File: src/rtl/booth_mult_arbiter_pkg.sv
// Shared types and constants for the Booth multiplier arbiter.
package booth_mult_arbiter_pkg;

    localparam int unsigned OPW          = 32;
    localparam int unsigned PRODW        = 64;
    localparam int unsigned MULT_LAT_DEF = 17;

    typedef enum logic [1:0] {
        ST_IDLE  = 2'd0,
        ST_CLEAR = 2'd1,
        ST_RUN   = 2'd2,
        ST_DONE  = 2'd3
    } state_t;

    typedef struct packed {
        logic [OPW-1:0] x;
        logic [OPW-1:0] y;
    } operands_t;

endpackage

File: src/rtl/booth_mult_arbiter_rr_arbiter.sv
// Combinational round-robin pick: first requester after i_last, wrapping.
module booth_mult_arbiter_rr_arbiter #(
    parameter  int unsigned NREQ = 4,
    localparam int unsigned IDW  = $clog2(NREQ)
) (
    input  logic [NREQ-1:0] i_req,
    input  logic [IDW-1:0]  i_last,
    input  logic            i_en,
    output logic [NREQ-1:0] o_grant,
    output logic [IDW-1:0]  o_idx
);

    logic [IDW-1:0] w_cand;
    logic           w_hit;

    always_comb begin
        o_grant = '0;
        o_idx   = '0;
        w_cand  = '0;
        w_hit   = 1'b0;
        for (int unsigned k = 1; k <= NREQ; k++) begin
            w_cand = IDW'((32'(i_last) + k) % NREQ);
            if (!w_hit && i_req[w_cand]) begin
                w_hit = 1'b1;
                o_idx = w_cand;
            end
        end
        if (i_en && w_hit) begin
            o_grant[o_idx] = 1'b1;
        end
    end

endmodule

File: src/rtl/booth_mult_arbiter.sv
// Shares one sequential Booth multiplier between NREQ requesters:
// round-robin grant, clear/run sequencing and a tagged response channel.
module booth_mult_arbiter
    import booth_mult_arbiter_pkg::*;
#(
    parameter  int unsigned NREQ     = 4,
    parameter  int unsigned MULT_LAT = MULT_LAT_DEF,
    localparam int unsigned IDW      = $clog2(NREQ)
) (
    input  logic                clk,
    input  logic                reset,
    input  logic [NREQ-1:0]     req_valid,
    output logic [NREQ-1:0]     req_ready,
    input  logic [NREQ*OPW-1:0] req_x,
    input  logic [NREQ*OPW-1:0] req_y,
    output logic                resp_valid,
    input  logic                resp_ready,
    output logic [IDW-1:0]      resp_id,
    output logic [PRODW-1:0]    resp_data,
    output logic                busy,
    output logic                mult_reset,
    output logic [OPW-1:0]      mult_x,
    output logic [OPW-1:0]      mult_y,
    input  logic [PRODW-1:0]    mult_out
);

    localparam int unsigned CNTW = $clog2(MULT_LAT + 1);

    state_t          r_state;
    logic [IDW-1:0]  r_last_grant;
    logic [CNTW-1:0] r_cnt;

    logic [NREQ-1:0] w_grant;
    logic [IDW-1:0]  w_idx;
    logic            w_arb_en;
    operands_t       w_ops [NREQ];

    for (genvar g = 0; g < NREQ; g++) begin : g_unpack
        assign w_ops[g].x = req_x[g*OPW +: OPW];
        assign w_ops[g].y = req_y[g*OPW +: OPW];
    end

    // Grants are only offered while idle and out of reset.
    assign w_arb_en  = (r_state == ST_IDLE) && reset;
    assign req_ready = w_grant;

    booth_mult_arbiter_rr_arbiter #(
        .NREQ(NREQ)
    ) u_arb (
        .i_req  (req_valid),
        .i_last (r_last_grant),
        .i_en   (w_arb_en),
        .o_grant(w_grant),
        .o_idx  (w_idx)
    );

    always_ff @(posedge clk or negedge reset) begin
        if (!reset) begin
            r_state      <= ST_IDLE;
            r_last_grant <= IDW'(NREQ - 1);
            r_cnt        <= '0;
            mult_x       <= '0;
            mult_y       <= '0;
            mult_reset   <= 1'b1;
            resp_valid   <= 1'b0;
            resp_id      <= '0;
            resp_data    <= '0;
            busy         <= 1'b0;
        end else begin
            case (r_state)
                ST_IDLE: begin
                    if (|w_grant) begin
                        mult_x       <= w_ops[w_idx].x;
                        mult_y       <= w_ops[w_idx].y;
                        resp_id      <= w_idx;
                        r_last_grant <= w_idx;
                        busy         <= 1'b1;
                        r_state      <= ST_CLEAR;
                    end
                end
                ST_CLEAR: begin
                    r_cnt      <= '0;
                    mult_reset <= 1'b0;
                    r_state    <= ST_RUN;
                end
                ST_RUN: begin
                    r_cnt <= r_cnt + CNTW'(1);
                    // Product is valid on the last run cycle; capture and re-clear.
                    if (r_cnt == CNTW'(MULT_LAT - 1)) begin
                        resp_data  <= mult_out;
                        resp_valid <= 1'b1;
                        mult_reset <= 1'b1;
                        r_state    <= ST_DONE;
                    end
                end
                ST_DONE: begin
                    if (resp_ready) begin
                        resp_valid <= 1'b0;
                        busy       <= 1'b0;
                        r_state    <= ST_IDLE;
                    end
                end
                default: r_state <= ST_IDLE;
            endcase
        end
    end

endmodule

File: config.mk
export PLATFORM = sky130hd
export DESIGN_NAME = booth_mult_arbiter
export DESIGN_NICKNAME = d
export VERILOG_FILES = /design/src/rtl/booth_mult_arbiter_pkg.sv /design/src/rtl/booth_mult_arbiter_rr_arbiter.sv /design/src/rtl/booth_mult_arbiter.sv
export SDC_FILE = /design/constraint.sdc
export NUM_CORES = 1
export LEC_CHECK = 0
export BUFFER_PORTS_ARGS = -buffer_cell sky130_fd_sc_hd__buf_4
export CAP_MARGIN = 20
export CORE_AREA = 2 2 179 181
export CTS_BUF_LIST = sky130_fd_sc_hd__clkbuf_16
export CTS_CLUSTER_DIAMETER = 100
export DETAILED_ROUTE_END_ITERATION = 16
export DIE_AREA = 0 0 181 183
export GPL_ROUTABILITY_DRIVEN = 1
export GPL_TIMING_DRIVEN = 0
export PLACE_DENSITY = 0.52
export REMOVE_ABC_BUFFERS = 1
export SYNTH_ARGS = -nofsm -noshare
export SYNTH_HDL_FRONTEND = slang
export SYNTH_SLANG_ARGS = --single-unit
File: constraint.sdc
create_clock -name clk -period 3.49 [get_ports clk]
set_clock_uncertainty 0.2 [all_clocks]
set_input_delay 0.349 -clock clk [delete_from_list [all_inputs] [get_ports clk]]
set_output_delay 0.349 -clock clk [all_outputs]
set_load 0.005 [all_outputs]
==> results.yml, run 1 <==
route:
  vias: 8099
  ant_nets: 0
  top_layer: "met4"
  routedWlPerCell_um: 19.9
  via_per_inst: 4.88
  wl_met3_um: 2590
  wl_met2_um: 16800
  drt-total-wl_um: 33100
  drt-pass1-iter-count: 4
  first_iter_violations: 349
  m1WireLength_um: 13100
  drc: 0
placed_design:
  place_area_um2: 11800
  port_buffers: 463
  pre_cts_ws_ns: 0.157
  gp_congestion: 0.772
  dp.cells: 1562
  place_hpwl_um: 23800
timing:
  slew_headroom_pct: 40.9
  setup_violations: 0
  timing.final.ws_setup_ns: 0.222
  hold_viol: 0
  worst_pin_slew_ns: 0.886
  slew_viol_final: 0
  finalCritPeriodShare_pct: 93.6
  final.setup.tns_ns: 0
  rsz0062_at_grt: "no"
  whs_ns: 0.0378
  fmax_ghz: 0.306
  period_needed_ns: 3.27
synth:
  synth_top_cell_by_area: "dfrtp_1"
  synth_edf_count: 0
  async_flop_share_pct: 100
  synth_top_area_share_pct: 45.1
  avgSynthCellArea_um2: 10.2
  yosys_warnings: 0
  ys_seq_elements: 142
  ys_seq_area_share_pct: 46.1
  synth_cell_type_count: 41
  ys.flop_type: "dfrtp_1"
  synthesis.instances: 753
  netlist_area_um2: 7710
  synthTopCellsByArea: "dfrtp_1, mux2_2, o32a_1, nand2_1, a21o_1"
grt:
  grt_overflow: 0
  grt_pass1_wl_um: 50100
  grt_pass1_vias: 8588
  antenna_found_initial: 0
  grtUsageTotal_pct: 19.6
  grt_max_degree: 76
floorplanning:
  die_h_um: 183
  fp.coreArea_um2: 31200
  std_cell_rows: 65
  io_pins: 464
  fp.dieArea_um2: 33100
  initial_utilization_pct: 24.7
  die_w_um: 181
pwr:
  ir_drop_mv: 0.333
  power.total_mw: 7.73
  p_leak_nw: 6.01
  powerDensity_nw_per_um2: 595
min_path:
  worst_hold_path_type: "input port to flip-flop"
worst_setup_path:
  reg2reg_depth: 7
  cp-start-kind: "input port"
  path_max_fanout: 75
  reg2reg_to: "mult_x[17]"
  worstPathArrival_ns: 2.72
  r2r_setup_slack_ns: 0.65
  crit_end: "req_ready[2]"
  regToRegStartpoint: "r_last_grant[1]"
  worstSetupStartpoint: "reset"
  crit_type: "input port to primary output"
  worstPathRequired_ns: 2.94
  worstSetupEndpointType: "primary output"
cts:
  clk_latency_ns: 0.42
  numCtsBuffers: 17
  cts_setup_buffers: 0
  cts_sinks: 142
  path_clk_slew_ns: 0.06
  cts_buffer_depth: 2
  cts-root-buf: "clkbuf_16"
  ctsResizeCount: 0
  htreeDepth: 4
  cts_tree: "done"
finish:
  layout_common_cells: "buf_4, nand2_1, dfrtp_1, a21o_1"
  stdcell_area_um2: 13000
  postLayoutCoreUtil_pct: 41.6
  num-fill-cells: 3090
  antennaDiodeCount: 0
  instances_no_fill: 1658
  layout-drive-gt1-share_pct: 47.1
  nets: 1577
  layout_commonest_cell: "buf_4"
  area_growth_pct: 68.4
run_status:
  status: "completed"
run:
  maxCapViolations: 0
-- cells in the mapped netlist, types with 12 or more instances --
| cell type | instances |
|---|---|
| mux2_2 | 65 |
| nand2_1 | 141 |
| o32a_1 | 65 |
| dfrtp_1 | 139 |
| o22ai_1 | 65 |
| a21o_1 | 66 |
| inv_1 | 12 |
| buf_2 | 12 |
| clkbuf_1 | 48 |
| a21boi_0 | 64 |
-- flip-flops by register name, indices dropped and copies added (netlist names) --
signal,flops
r_state,2
resp_valid,1
busy,1
mult_y,32
r_cnt,5
resp_data,64
mult_reset,1
r_last_grant,2
mult_x,32
resp_id,2
-- where the power goes --
| part | leakage (nW) | internal, mW | switching (mW) |
|---|---|---|---|
| clock | 0.268 | 0.995 | 0.820 |
| sequential | 1.63 | 2.13 | 0.307 |
| combinational | 4.11 | 1.86 | 1.62 |
-- cells by family after synthesis --
group / count (synthesis) / synth area share, %
flip-flops: 142 / 46.1
AND/OR/NAND/NOR: 168 / 8.94
multiplexers: 67 / 9.75
buffers and inverters: 86 / 5.26
AO/OA/AOI/OAI: 284 / 28.9
adder cells (fa/ha/maj): 6 / 0.974
-- what timing repair did --
action,in CTS,in global routing
hold buffers,65,0
hold endpoints to repair,132,0
endpoints found under the setup margin,0,1
-- worst min path at each step --
stage	from	endpoint	slack, ns	cells after the start
6_report	resp_ready	busy	0.04	3
5_1_grt	resp_ready	busy	0.02	3
4_1_cts	resp_ready	busy	0.01	3
3_5_place_dp	reset	resp_data[12]	0.20	1
3_3_place_gp	resp_id[1]	resp_id[1]	0.26	2
2_1_floorplan	reset	busy	-0.15	0
-- final cells by class --
type | count | area (µm²) | share of cell area, %
Timing Repair Buffer | 545 | 4510 | 34.7
Multi-Input combinational cell | 525 | 3800 | 29.3
Clock inverter | 14 | 136 | 1.05
Clock buffer | 17 | 425 | 3.28
Inverter | 13 | 48.8 | 0.376
Sequential cell | 142 | 3560 | 27.4
Tap cell | 402 | 503 | 3.87
-- per-layer routing --
layer | GRT usage, % | vias up
met3 | 5.74 | 32
met2 | 35.4 | 352
li1 | - | 3767
met1 | 22.7 | 3948
met5 | 0 | -
met4 | 4.98 | 0
-- critical path, stage by stage --
cell and delay [ns]:
dlygate4sd3_1 0.56, buf_8 0.48, and3_4 0.48, buf_16 0.28
nand2_1 0.17, o21ba_1 0.24, buf_4 0.11
Power figures use the tool's default switching activity.
==> run 2: changes to the inputs <==
--- a/config.mk
+++ b/config.mk
@@ -5,16 +5,17 @@
 export SDC_FILE = /design/constraint.sdc
 export NUM_CORES = 1
 export LEC_CHECK = 0
+export ABC_AREA = 1
 export BUFFER_PORTS_ARGS = -buffer_cell sky130_fd_sc_hd__buf_4
 export CAP_MARGIN = 20
-export CORE_AREA = 2 2 179 181
+export CORE_AREA = 2 2 182 184
 export CTS_BUF_LIST = sky130_fd_sc_hd__clkbuf_16
 export CTS_CLUSTER_DIAMETER = 100
 export DETAILED_ROUTE_END_ITERATION = 16
-export DIE_AREA = 0 0 181 183
+export DIE_AREA = 0 0 184 186
 export GPL_ROUTABILITY_DRIVEN = 1
 export GPL_TIMING_DRIVEN = 0
-export PLACE_DENSITY = 0.52
+export PLACE_DENSITY = 0.53
 export REMOVE_ABC_BUFFERS = 1
 export SYNTH_ARGS = -nofsm -noshare
 export SYNTH_HDL_FRONTEND = slang
==> run 2 against run 1 <==
  * Setup slack worse by 0.073 ns
  * Synthesized cell count rose by 73%
  * Count of clock-buffer cells in the layout unchanged
  * Power up 61%
  * Routed wire length grew 9.1%
  * Combinational power is 140% higher
  * Synthesized area up 9.0%
  * Maximum frequency down 2.2%
  * Critical path depth increased by 5
  * Flip-flop and latch count unchanged
  * Sequential share of layout area fell by 1.3 points
  * Clock power rose by 4%
  * Highest routed layer unchanged
==> results.yml, run 2 <==
run_status:
  status: "completed"
synth:
  synthTopCellsByArea: "dfrtp_1, nand2_1, nand3_1, buf_6, buf_2"
  ys_seq_area_share_pct: 42.3
  synthTopCellsByCount: "nand2_1, dfrtp_1, nand3_1"
  async_flop_share_pct: 100
  avgSynthCellArea_um2: 6.45
  synth_top_cell_by_area: "dfrtp_1"
  synth_top_area_share_pct: 41.4
  netlist_area_um2: 8410
  synthesis.instances: 1303
  yosys_warnings: 0
  synth_edf_count: 0
  yosysMostFrequentCell: "nand2_1"
  ys_seq_elements: 142
  ys.flop_type: "dfrtp_1"
  synth_cell_type_count: 29
cts:
  cts_sinks: 142
  path_clk_slew_ns: 0.06
  numCtsBuffers: 17
  htreeDepth: 4
  cts_buffer_depth: 2
  cts-root-buf: "clkbuf_16"
  cts_tree: "done"
  clk_latency_ns: 0.42
grt:
  grt_max_degree: 92
  grtUsageTotal_pct: 20.3
  antenna_found_initial: 0
  grt_pass1_vias: 9583
  grt_pass1_wl_um: 53500
  grt_overflow: 0
worst_setup_path:
  crit_path_frequent_cell: "nand2_1"
  r2r_setup_slack_ns: 0.32
  reg2reg_to: "resp_valid"
  cp-start-kind: "flip-flop"
  worstPathArrival_ns: 2.79
  reg2reg_depth: 7
  crit_type: "flip-flop to primary output"
  path_cells: "inv_2 -> nand2_1 -> nand2_1 -> nand2_1 -> nand2_2 -> a21oi_2 -> nand2_8 -> nand2_8 -> inv_2 -> nand2_1 -> nor2_1 -> buf_4"
  slowest_delay_ns: 0.60
  path_max_fanout: 46
  worstPathRequired_ns: 2.94
  worstSetupEndpointType: "primary output"
  slowest_stage: "dfstp_2"
  regToRegStartpoint: "r_state[0]"
floorplanning:
  die_h_um: 186
  die_w_um: 184
  io_pins: 464
  fp.dieArea_um2: 34200
  std_cell_rows: 66
  initial_utilization_pct: 26.1
  fp.coreArea_um2: 32200
min_path:
  hp-start: "req_x[76]"
  worst_hold_path_type: "input port to flip-flop"
  holdPathStages: 7
  whs_endpoint: "mult_x[12]"
pwr:
  comb_power_share_pct: 66.6
  ir_drop_mv: 0.686
  power_switching_mw: 6.40
  power_frac_seq_pct: 18.2
  powerDensity_nw_per_um2: 916
  clockPowerShare_pct: 15.2
  p_leak_nw: 7.57
  sw_frac_of_total_pct: 51.4
  p_int_mw: 6.06
route:
  drc: 0
  drt-total-wl_um: 36100
  via_per_inst: 4.52
  routedWlPerCell_um: 16.3
  first_iter_violations: 553
  vias: 9976
  ant_nets: 0
  drt-pass1-iter-count: 5
timing:
  rsz0062_at_grt: "yes"
  slew_headroom_pct: 45.0
  period_needed_ns: 3.34
  fmax_ghz: 0.299
  hold_viol: 0
  final.setup.tns_ns: 0
  slew_viol_final: 0
  finalCritPeriodShare_pct: 95.7
  setup_violations: 0
  worst_pin_slew_ns: 0.825
finish:
  antennaDiodeCount: 0
  seqCellArea_um2: 3560
  num-fill-cells: 3349
  nets: 2121
  layout_common_cells: "nand2_1, buf_4, dfrtp_1, nand3_1, dlygate4sd3_1"
  area_growth_pct: 61.8
  top_regs: "resp_data x64, mult_x x32, mult_y x32"
  largest-register: "resp_data"
  multi_input_area_um2: 4430
  layout_commonest_cell: "nand2_1"
  instances_no_fill: 2209
  layout-drive-gt1-share_pct: 29.7
  largest_reg_flops: 64
run:
  maxCapViolations: 0
placed_design:
  port_buffers: 463
  dp.cells: 2100
  place_hpwl_um: 24200
  gp_congestion: 0.835
==> run 2: changes by cell type after synthesis, sizes merged, moves of 63 or more <==
cell / before / now
a21o: 66 / 0
nand2: 141 / 879
nand3: 5 / 138
o32a: 65 / 0
mux2: 65 / 0
o22ai: 65 / 0
a21boi: 64 / 1
==> run 2: metrics by stage <==
stage               area, µm²  power [mW]  setup WS, ns  hold WS, ns  util [%]
finish                  13600        12.5         0.149       0.0930      42.3
CTS                     13500        12.4        0.0478       0.0739      42.0
global placement        11900        8.20         -5.54        0.264      36.9
floorplan                7890        6.71         -2.26       -0.147         -
global route            13600        13.7      -0.00460        0.111      42.3
detailed placement      12200        10.0        -0.124        0.119      37.8
==> run 2: how the worst max path moves through the flow <==
stage / slack (ns) / cells after the start / end / startpoint
after floorplan: -2.26 / 10 / req_ready[1] / r_last_grant[0]
after global placement: -5.54 / 11 / req_ready[1] / r_last_grant[0]
after detailed placement: -0.12 / 11 / req_ready[1] / r_last_grant[0]
after CTS: 0.05 / 12 / req_ready[1] / r_last_grant[0]
after global routing: -0.005 / 14 / req_ready[2] / r_last_grant[0]
final: 0.15 / 12 / req_ready[1] / r_last_grant[0]
==> run 2: per-layer routing <==
metal	GRT usage [%]	routed length, µm	vias to the layer above
met3	4.25	1950	41
li1	-	-	4987
met5	0	0	-
met4	6.02	792	0
met1	26.2	15500	4660
met2	34.2	17800	288
==> run 2: power by group through the flow <==
stage / Sequential (mW) / Clock [mW] / Combinational (mW)
after floorplan: 2.28 / 0 / 4.42
after global placement: 2.27 / 0 / 5.92
after detailed placement: 2.29 / 0 / 7.73
after CTS: 2.27 / 1.97 / 8.17
after global routing: 2.32 / 2.03 / 9.36
final: 2.27 / 1.90 / 8.29
==> run 2: layout make-up <==
cell class	instances	area share, %
flip-flops and latches	142	26.1
clock inverters	15	1.24
repair inverters	1	0.0644
well taps	408	3.75
multi-input cells	1065	32.5
inverters	17	0.653
clock buffers	17	3.13
repair buffers	544	32.5
==> run 2: logic make-up after synthesis <==
kind of cell / share of synthesized area (%)
AO/OA/AOI/OAI: 1.03
XOR/XNOR: 0.208
adder cells (fa/ha/maj): 0.893
buffers and inverters: 6.90
flip-flops: 42.3
AND/OR/NAND/NOR: 48.7
==> run 2: critical path, delay by kind of cell, from the launching register on <==
family	cells	cell delay, ns
compound gates	1	0.24
buf+inv	3	0.32
flops	1	0.60
simple gates	8	1.15
==> run 2: timing repair <==
action,4_1_cts,5_1_grt
endpoints found under the hold margin,119,0
gates resized for setup,11,7
endpoints found under the setup margin,4,4
pin swaps,4,1
hold buffers,66,0
gates cloned,3,3
buffers inserted,4,1
==> run 3: changes to the inputs <==
--- a/config.mk
+++ b/config.mk
@@ -17,6 +17,7 @@
 export GPL_TIMING_DRIVEN = 0
 export PLACE_DENSITY = 0.53
 export REMOVE_ABC_BUFFERS = 1
+export SKIP_CTS_REPAIR_TIMING = 1
 export SYNTH_ARGS = -nofsm -noshare
 export SYNTH_HDL_FRONTEND = slang
 export SYNTH_SLANG_ARGS = --single-unit
==> constraint.sdc (replaced) <==
create_clock -name clk -period 4.2 [get_ports clk]
set_clock_uncertainty 0.2 [all_clocks]
set_input_delay 0.42 -clock clk [delete_from_list [all_inputs] [get_ports clk]]
set_output_delay 0.42 -clock clk [all_outputs]
set_load 0.005 [all_outputs]
==> run 3 against run 2 <==
  * The flow now finishes with violations (negative hold slack)
  * Flip-flop and latch count unchanged
  * Combinational power is 22% lower
  * Setup slack improved by 0.15 ns
  * Sequential share of layout area is 0.67 points higher
  * Utilization decreased by 1.1 points
  * Clock power decreased by 17%
  * Die area unchanged
  * Hold slack worse by 0.10 ns
  * First-iteration DRC count down 5.1%
  * Routed wire length decreased by 6.5%
  * Via count down 2.0%
  * Critical path type unchanged
==> results.yml, run 3 (synthesis results as in run 2) <==
timing:
  slew_viol_final: 0
  setup_violations: 0
  finalCritPeriodShare_pct: 92.8
  rsz0062_at_grt: "no"
  whs_ns: -0.00921
  period_needed_ns: 3.90
  slew_headroom_pct: 46.6
  fmax_ghz: 0.257
  hold_viol: 3
  worst_pin_slew_ns: 0.800
worst_setup_path:
  worstPathArrival_ns: 3.28
  crit_type: "flip-flop to primary output"
  slowest_stage: "dfstp_2"
  worst-path-buf-inv: 3
  cp-start-kind: "flip-flop"
  path_delay_family: "simple AND/OR/NAND/NOR gates"
  worstSetupEndpointType: "primary output"
  path_cells: "inv_2 -> nand2_1 -> nand2_1 -> nand2_1 -> nand2_2 -> nor2_2 -> nand3_2 -> nand2_4 -> nand2_4 -> inv_2 -> nand2_1 -> nor2_1 -> buf_4"
  worstPathRequired_ns: 3.58
  slowest_delay_ns: 0.59
  crit_path_frequent_cell: "nand2_1"
  path_max_fanout: 48
cts:
  path_clk_slew_ns: 0.07
  htreeDepth: 4
  cts_sinks: 142
  cts_tree: "done"
  numCtsBuffers: 17
  clk_latency_ns: 0.42
  cts-root-buf: "clkbuf_16"
  cts_buffer_depth: 2
run:
  maxCapViolations: 0
pwr:
  ir_drop_mv: 0.559
  clockPowerShare_pct: 15.8
  power_switching_mw: 4.96
  power.total_mw: 9.89
  power_frac_seq_pct: 19.1
  p_int_mw: 4.93
  powerDensity_nw_per_um2: 746
  p_leak_nw: 7.44
  sw_frac_of_total_pct: 50.2
  comb_power_share_pct: 65.1
finish:
  layout_common_cells: "nand2_1, buf_4, dfrtp_1, nand3_1, dlygate4sd3_1"
  largest_reg_flops: 64
  multi_input_area_um2: 4320
  nets: 2094
  antennaDiodeCount: 0
  postLayoutCoreUtil_pct: 41.2
  top_regs: "resp_data x64, mult_x x32, mult_y x32"
  layout-drive-gt1-share_pct: 29.4
  stdcell_area_um2: 13300
  num-fill-cells: 3380
  area_growth_pct: 57.8
  largest-register: "resp_data"
  layout_commonest_cell: "nand2_1"
  seqCellArea_um2: 3560
route:
  drt-pass1-iter-count: 4
  ant_nets: 0
  routedWlPerCell_um: 15.5
  first_iter_violations: 525
  drt-total-wl_um: 33700
  via_per_inst: 4.48
  drc: 0
  vias: 9778
placed_design:
  port_buffers: 463
  place_hpwl_um: 24200
  gp_congestion: 0.835
  place_area_um2: 12200
run_status:
  status: "finished, violations left"
  violations: "negative hold slack"
floorplanning:
  die_w_um: 184
  die_h_um: 186
  std_cell_rows: 66
  fp.coreArea_um2: 32200
  fp.dieArea_um2: 34200
  io_pins: 464
  initial_utilization_pct: 26.1
grt:
  grt_overflow: 0
  antenna_found_initial: 0
  grt_max_degree: 92
  grtUsageTotal_pct: 19.2
  grt_pass1_wl_um: 51000
  grt_pass1_vias: 9123
min_path:
  worst_hold_path_type: "input port to flip-flop"
==> run 3: changes by cell type in the layout (fill, tap and decap cells not counted), sizes merged <==
cell / change
dlygate4sd3: -17
buf: -4
nand2: -4
inv: -1
nand3: -1
==> run 3: power by group through the flow <==
stage	Sequential (mW)	Combinational [mW]	Clock (mW)
detailed placement	1.90	6.42	0
floorplan	1.90	3.90	0
CTS	1.88	6.44	1.64
finish	1.89	6.44	1.57
global route	1.92	7.34	1.68
global placement	1.89	5.32	0
==> run 3: area by class of cell <==
class,instances,area share (%)
Inverter,17,0.509
Timing Repair Buffer,523,31.8
Sequential cell,142,26.8
Clock buffer,17,3.21
Clock inverter,15,1.27
Tap cell,408,3.85
Multi-Input combinational cell,1060,32.5
==> run 3: metal layers <==
| metal | part of all wire [%] | wire length, µm | GRT usage [%] | up-vias |
|---|---|---|---|---|
| met2 | 50 | 16800 | 31.9 | 295 |
| met1 | 42 | 14100 | 24.7 | 4510 |
| met3 | 5.8 | 1960 | 4.32 | 47 |
| met5 | 0 | 0 | 0 | - |
| li1 | - | - | - | 4926 |
| met4 | 2.6 | 884 | 6.43 | 0 |
==> run 3: through the flow <==
step | TNS, ns | cells | setup slack (ns)
2_1_floorplan | -92.35 | 1219 | -1.62
3_3_place_gp | -434.02 | 2090 | -4.90
3_5_place_dp | 0 | 2100 | 0.515
4_1_cts | 0 | 2132 | 0.0392
5_1_grt | 0 | 2182 | 0.0111
6_report | 0 | 2182 | 0.302
==> run 3: worst reg2reg max path, stage by stage (launching register included) <==
cell	delay, ns
dfstp_2	0.59
inv_2	0.11
nand2_1	0.08
nand2_1	0.08
nand2_1	0.09
nand2_2	0.08
a21oi_1	0.22
nand2_4	0.38
nand2_4	0.63
buf_16	0.34
nand2_1	0.25
nand2_1	0.09
nand2_1	0.05
nand2_1	0.07
nand2_1	0.05
nand2_1	0.07
==> run 3: final timing paths <==
path | cells after the start | to | start | slack, ns
worst max-delay path | 13 | req_ready[1] | r_last_grant[0] | 0.30
worst min-delay path | 3 | resp_data[23] | mult_out[23] | -0.009
worst max register to register | 15 | mult_y[12] | r_last_grant[0] | 0.77
worst min register to register | 2 | mult_y[28] | mult_y[28] | 0.28
max in group asynchronous | 3 | mult_y[23] | reset | 2.65
min in group asynchronous | 2 | resp_data[35] | reset | 0.33
